<file path="config.mk">
export PLATFORM = sky130hd
export DESIGN_NAME = ff_pipe
export DESIGN_NICKNAME = d
export VERILOG_FILES = /design/src/rtl/ff_pipe_pkg.sv /design/src/rtl/ff_pipe_stage.sv /design/src/rtl/ff_pipe.sv
export SDC_FILE = /design/constraint.sdc
export NUM_CORES = 1
export LEC_CHECK = 0
export CAP_MARGIN = 10
export CELL_PAD_IN_SITES_DETAIL_PLACEMENT = 1
export CELL_PAD_IN_SITES_GLOBAL_PLACEMENT = 1
export CORE_AREA = 5 5 42 44
export CTS_CLUSTER_SIZE = 14
export DETAILED_ROUTE_END_ITERATION = 16
export DIE_AREA = 0 0 47 49
export PLACE_DENSITY = 0.44
export SLEW_MARGIN = 20
export SYNTH_ARGS = -nofsm -noshare
export SYNTH_HDL_FRONTEND = slang
export SYNTH_SLANG_ARGS = --single-unit
</file>
<file path="constraint.sdc">
create_clock -name clk -period 3.6 [get_ports clk]
set_clock_uncertainty 0.2 [all_clocks]
set_input_delay 0.36 -clock clk [delete_from_list [all_inputs] [get_ports clk]]
set_output_delay 0.36 -clock clk [all_outputs]
set_load 0.02 [all_outputs]
</file>
<file path="src/rtl/ff_pipe_pkg.sv">
// ---------------------------------------------------------------------------
// ff_pipe_pkg
//
// Purpose: shared constants and helpers for the ff_pipe register pipeline.
//
// Contents:
//   FF_PIPE_DEF_WIDTH  default data width in bits
//   FF_PIPE_DEF_DEPTH  default number of register stages
//   occ_width(depth)   bit width needed to count 0..depth occupied stages.
//                      It never returns less than 1.
//
// Used by ff_pipe, ff_pipe_stage and ff_pipe_ifc through
// import ff_pipe_pkg::*.
// ---------------------------------------------------------------------------
package ff_pipe_pkg;

  localparam int FF_PIPE_DEF_WIDTH = 1;
  localparam int FF_PIPE_DEF_DEPTH = 2;

  // Width of an occupancy counter that must represent every value 0..depth.
  function automatic int occ_width(input int depth);
    int w;
    w = $clog2(depth + 1);
    if (w < 1) begin
      w = 1;
    end
    return w;
  endfunction

endpackage

</file>
<file path="src/rtl/ff_pipe_stage.sv">
// ---------------------------------------------------------------------------
// ff_pipe_stage
//
// Purpose: one valid+data register stage of ff_pipe.
//
// Parameters:
//   WIDTH  data width in bits
//
// Ports:
//   clk    clock; all updates happen on posedge
//   rst_n  asynchronous active-low reset; clears both valid and data
//   load   the stage takes a new value this cycle
//   v_in   valid bit offered by the predecessor
//   d_in   data offered by the predecessor
//   v_out  registered valid bit
//   d_out  registered data
//
// Behaviour: on load, the valid bit follows v_in. The data register is
// written only when v_in is set. A bubble therefore never overwrites held
// data. A flush reaches this stage as load=1 with v_in=0. The stage holds
// its value whenever load is low.
// ---------------------------------------------------------------------------
module ff_pipe_stage
  import ff_pipe_pkg::*;
#(
  parameter int WIDTH = FF_PIPE_DEF_WIDTH
) (
  input  logic             clk,
  input  logic             rst_n,
  input  logic             load,
  input  logic             v_in,
  input  logic [WIDTH-1:0] d_in,
  output logic             v_out,
  output logic [WIDTH-1:0] d_out
);

  always_ff @(posedge clk or negedge rst_n) begin
    if (!rst_n) begin
      v_out <= 1'b0;
      d_out <= '0;
    end else if (load) begin
      v_out <= v_in;
      if (v_in) begin
        d_out <= d_in;
      end
    end
  end

endmodule

</file>
<file path="src/rtl/ff_pipe.sv">
// ---------------------------------------------------------------------------
// ff_pipe
//
// Purpose: a stallable register pipeline with DEPTH stages of WIDTH bits.
// It has a valid/ready handshake at both ends and collapses bubbles in each
// stage. A synchronous flush empties it. Use it as a retiming or
// latency-matching stage between a producer and a consumer.
//
// Parameters:
//   WIDTH  data width in bits (>= 1)
//   DEPTH  number of register stages (>= 1)
//
// Ports:
//   clk        clock; all state updates on posedge
//   rst_n      asynchronous active-low reset
//   flush      synchronous clear of all in-flight entries
//   in_valid   producer offers data_i
//   in_ready   pipeline accepts data_i this cycle
//   data_i     input data
//   out_valid  data_o is valid
//   out_ready  consumer accepts data_o this cycle
//   data_o     output data from the last stage
//   occ        number of occupied stages. This port exists only when
//              FF_PIPE_OCC_EN is defined.
//
// Optional feature macro: FF_PIPE_OCC_EN adds the occ counter and its port.
//
// Handshake:
//   A transfer happens at a posedge where valid and ready are both high.
//   A valid source keeps its data stable until that transfer completes.
//   in_ready is combinational. It depends on out_ready, through the ready
//   chain, and on flush. in_valid may wait on in_ready, but in_ready never
//   depends on in_valid.
// ---------------------------------------------------------------------------
module ff_pipe
  import ff_pipe_pkg::*;
#(
  parameter int WIDTH = FF_PIPE_DEF_WIDTH,
  parameter int DEPTH = FF_PIPE_DEF_DEPTH
) (
  input  logic                          clk,
  input  logic                          rst_n,
  input  logic                          flush,
  input  logic                          in_valid,
  output logic                          in_ready,
  input  logic [WIDTH-1:0]              data_i,
  output logic                          out_valid,
  input  logic                          out_ready,
  output logic [WIDTH-1:0]              data_o
`ifdef FF_PIPE_OCC_EN
  ,
  output logic [occ_width(DEPTH)-1:0]   occ
`endif
);

  if (DEPTH < 1) begin : g_depth_check
    $error("ff_pipe: DEPTH must be at least 1");
  end
  if (WIDTH < 1) begin : g_width_check
    $error("ff_pipe: WIDTH must be at least 1");
  end

  // Per-stage state. Stage 0 is on the input side.
  logic [DEPTH-1:0] v;
  logic [WIDTH-1:0] d [DEPTH];

  // rdy[k]: stage k may take a new value this cycle. This holds when the
  // stage is empty, or when everything downstream of it is moving. An empty
  // stage is always ready, so it pulls its predecessor forward even while
  // the output is stalled. That is how bubbles collapse.
  logic [DEPTH-1:0] rdy;

  always_comb begin
    logic chain;
    chain = out_ready;
    rdy   = '0;
    for (int k = DEPTH - 1; k >= 0; k--) begin
      chain  = ~v[k] | chain;
      rdy[k] = chain;
    end
  end

  assign in_ready  = rdy[0] & ~flush;
  assign out_valid = v[DEPTH-1];
  assign data_o    = d[DEPTH-1];

  // A flush forces every stage to load with v_in=0. All valids drop at the
  // next edge and the data registers keep their stale contents.
  for (genvar k = 0; k < DEPTH; k++) begin : g_stage
    logic             s_v_in;
    logic [WIDTH-1:0] s_d_in;

    if (k == 0) begin : g_head
      // in_ready already includes ~flush.
      assign s_v_in = in_valid & in_ready;
      assign s_d_in = data_i;
    end else begin : g_body
      assign s_v_in = v[k-1] & ~flush;
      assign s_d_in = d[k-1];
    end

    ff_pipe_stage #(
      .WIDTH (WIDTH)
    ) u_stage (
      .clk   (clk),
      .rst_n (rst_n),
      .load  (rdy[k] | flush),
      .v_in  (s_v_in),
      .d_in  (s_d_in),
      .v_out (v[k]),
      .d_out (d[k])
    );
  end

`ifdef FF_PIPE_OCC_EN
  localparam int OW = occ_width(DEPTH);

  logic push;
  logic pop;

  assign push = in_valid & in_ready;
  assign pop  = out_valid & out_ready;

  // The counter is registered next to the valids. A push and a pop in the
  // same cycle cancel out. A flush wins over both because every valid
  // clears at the same edge.
  always_ff @(posedge clk or negedge rst_n) begin
    if (!rst_n) begin
      occ <= '0;
    end else if (flush) begin
      occ <= '0;
    end else if (push && !pop) begin
      occ <= occ + OW'(1);
    end else if (pop && !push) begin
      occ <= occ - OW'(1);
    end
  end

`ifndef SYNTHESIS
  a_occ_matches_valids: assert property (
    @(posedge clk) disable iff (!rst_n) occ == OW'($countones(v))
  );
`endif
`endif

endmodule

</file>
==> flow_metrics.tcl <==
set metrics [dict create \
    netlist_top_cells_area "dfrtp_1, mux2_4, nor3b_2, mux2_2, nor2_1" \
    drtIter0Drc 1 \
    syn-cell-area_um2 181.4 \
    timing.fmax_mhz 435.2 \
    post_cts_resized 0 \
    p_clk_share_pct 38.5 \
    clock-sinks 4 \
    cp_top_family "buffers and inverters" \
    p_per_area_nw_per_um2 469.7 \
    synth.avg_cell_area_um2 12.09 \
    ys_seq_elements 4 \
    drc_errors 0 \
    cts_buffer_depth 2 \
    startpoint "out_ready" \
    crit_fanout 3 \
    setup_viol 0 \
    synthCells 15 \
    path_clk_slew_ps 40 \
    crit_path_top_delay_cell "clkdlybuf4s50_1" \
    crit_path_start_kind "input port" \
    finalSetupTns_ps 0 \
    antenna_cells 0 \
    switchingPower_mw 0.03428 \
    power_frac_seq_pct 38.6 \
    wl_um 429 \
    grt_max_degree 6 \
    cts_inserted_buffers 3 \
    critPathKind "in -> out" \
    io_pins 9 \
    core_region_area_um2 1401 \
    cts_tree "built" \
    path_cells "clkdlybuf4s50_1 -> and3b_1 -> nor2_1 -> clkdlybuf4s50_1" \
    crit_path_end_kind "primary output" \
    die_h_um 49 \
    max_stage_delay_ps 610 \
    drive_gt1_share_pct 23.08 \
    post-route-period-util_pct 63.83 \
    synth_cell_types 10 \
    drv_slew 0 \
    num_vias 157 \
    hold_path.class "in -> async" \
    dieArea_um2 2303 \
    critPathBufInv 2 \
    initial_core_util_pct 12.95 \
    wl_per_cell_um 10.21 \
    final_nets 34 \
    relSlewSlack_pct 85.03 \
    synth_top_area_share_pct 55.17 \
    io_buffer_count 8 \
    status "finished, final reports clean" \
    grt.total_usage_pct 5.018 \
    ir_worst_vdd_mv 0.1494 \
    swShare_pct 24.00 \
    required_ps 3040 \
    gp_congestion 0.7202 \
    cap_viol_max_count 0 \
    timing.critical_path.mode_cell "clkdlybuf4s50_1" \
    vias_per_cell 3.738 \
    gr-total-overflow 0 \
    detail-route-antenna-nets 0 \
    hold_viol_final 0 \
    die_w_um 47 \
    areaGrowthSynthToFinish_pct 67.59 \
    min_period_ps 2298 \
    synth_area_leader_cell "dfrtp_1" \
    htreeDepth 1 \
    ys_seq_area_share_pct 55.17 \
    rows 14 \
    first_pass_iters 2 \
    rsz0062_at_grt "false" \
    critPathArrivalTime_ps 1740 \
    power.leakage_nw 0.1303 \
    finalPower_mw 0.1428 \
    grt_pass1_wl_um 738 \
    antenna_found_initial 0 \
    combPwrFrac_pct 22.9 \
    yosys_warnings 0 \
    clk_latency_ps 230 \
    first_global_vias 196 \
    r2r_start "g_stage[0].u_stage.v_out$_DFFE_PN0P_" \
    tightest_slew_ps 223.8 \
    internal_power_mw 0.1085 \
    fill_cells 173 \
    cts_root_buf "clkbuf_4" \
    synth.net_count 21 \
    cts_setup_buffers 0 \
    cts_hold_buf 0 \
]
## synthesized netlist by cell type
master,count
a21oi_1,1
and3b_1,1
dfrtp_1,4
inv_1,1
mux2_2,1
mux2_4,1
nand2b_1,1
nand3b_1,1
nor2_1,3
nor3b_2,1
## area by class of cell
class                      instances  area, µm²  area share (%)
sequential                         4      100.1           32.92
inverter                           1      3.754           1.235
timing repair buffer               8      80.08           26.34
tap                               16      20.02           6.584
clock buffer                       3      22.52           7.407
multi-input combinational         10      77.57           25.51
## registers in the layout (all words and copies together) (netlist names)
signal and flops:
g_stage.u_stage.v_out 2, g_stage.u_stage.d_out 2
## worst paths after layout
kind	slack, ps	to	cells past startpoint
worst min register to register	300	g_stage[1].u_stage.d_out$_DFFE_PN0P_	1
min in group clk	300	g_stage[1].u_stage.d_out$_DFFE_PN0P_	1
worst max-delay path	1300	in_ready	4
worst min-delay path	120	g_stage[1].u_stage.d_out$_DFFE_PN0P_	1
max in group asynchronous	2920	g_stage[1].u_stage.v_out$_DFFE_PN0P_	1
worst max register to register	2150	g_stage[0].u_stage.d_out$_DFFE_PN0P_	3
## metal layers
layer / wire, µm / up-vias / share of wire, % / GRT usage [%]
met4: 17 / 0 / 4.0 / 5.530
met1: 190 / 71 / 44 / 4.889
met3: 72 / 2 / 17 / 4.059
met2: 149 / 11 / 35 / 5.882
met5: 0 / - / 0 / 0
li1: - / 73 / - / -
## per-stage QoR
stage / hold slack, ps / cells / cell area (µm²) / worst slack, ps / utilization, %
CTS: 122.7 / 42 / 304.0 / 1293 / 21.70
detailed placement: 297.3 / 39 / 281.5 / 1298 / 20.09
floorplan: -135.6 / 15 / 181.4 / 2085 / -
global route: 138.0 / 42 / 304.0 / 1240 / 21.70
global placement: 293.1 / 39 / 281.5 / 1309 / 20.09
finish: 122.6 / 42 / 304.0 / 1302 / 21.70
## cell families (layout without fill, tap and decap cells)
| kind of cell | Yosys count | in the layout | synth area share [%] |
|---|---|---|---|
| and+or+nand+nor | 7 | 7 | 25.52 |
| DFF | 4 | 4 | 55.17 |
| muxes | 2 | 2 | 14.48 |
| AOI/OAI and AO/OA | 1 | 1 | 2.756 |
| buffers and inverters | 1 | 12 | 2.067 |
## power by group through the flow
stage                     registers [mW]  logic, mW  clock network, mW
after floorplan                   0.0602    0.00999                  0
after global placement            0.0553     0.0330                  0
after detailed placement          0.0558     0.0332                  0
after CTS                         0.0552     0.0334             0.0585
after global routing              0.0561     0.0352             0.0602
final                             0.0552     0.0327             0.0550
## cells in the final DEF (no fill, tap or decap)
cell type,synthesis,final
nand2b_1,1,1
nor3b_2,1,1
nor2_1,3,3
nand3b_1,1,1
clkdlybuf4s50_1,0,8
clkbuf_4,0,3
dfrtp_1,4,4
mux2_2,1,1
and3b_1,1,1
inv_1,1,1
a21oi_1,1,1
mux2_4,1,1
No activity file was read; power rests on OpenSTA's default activity.
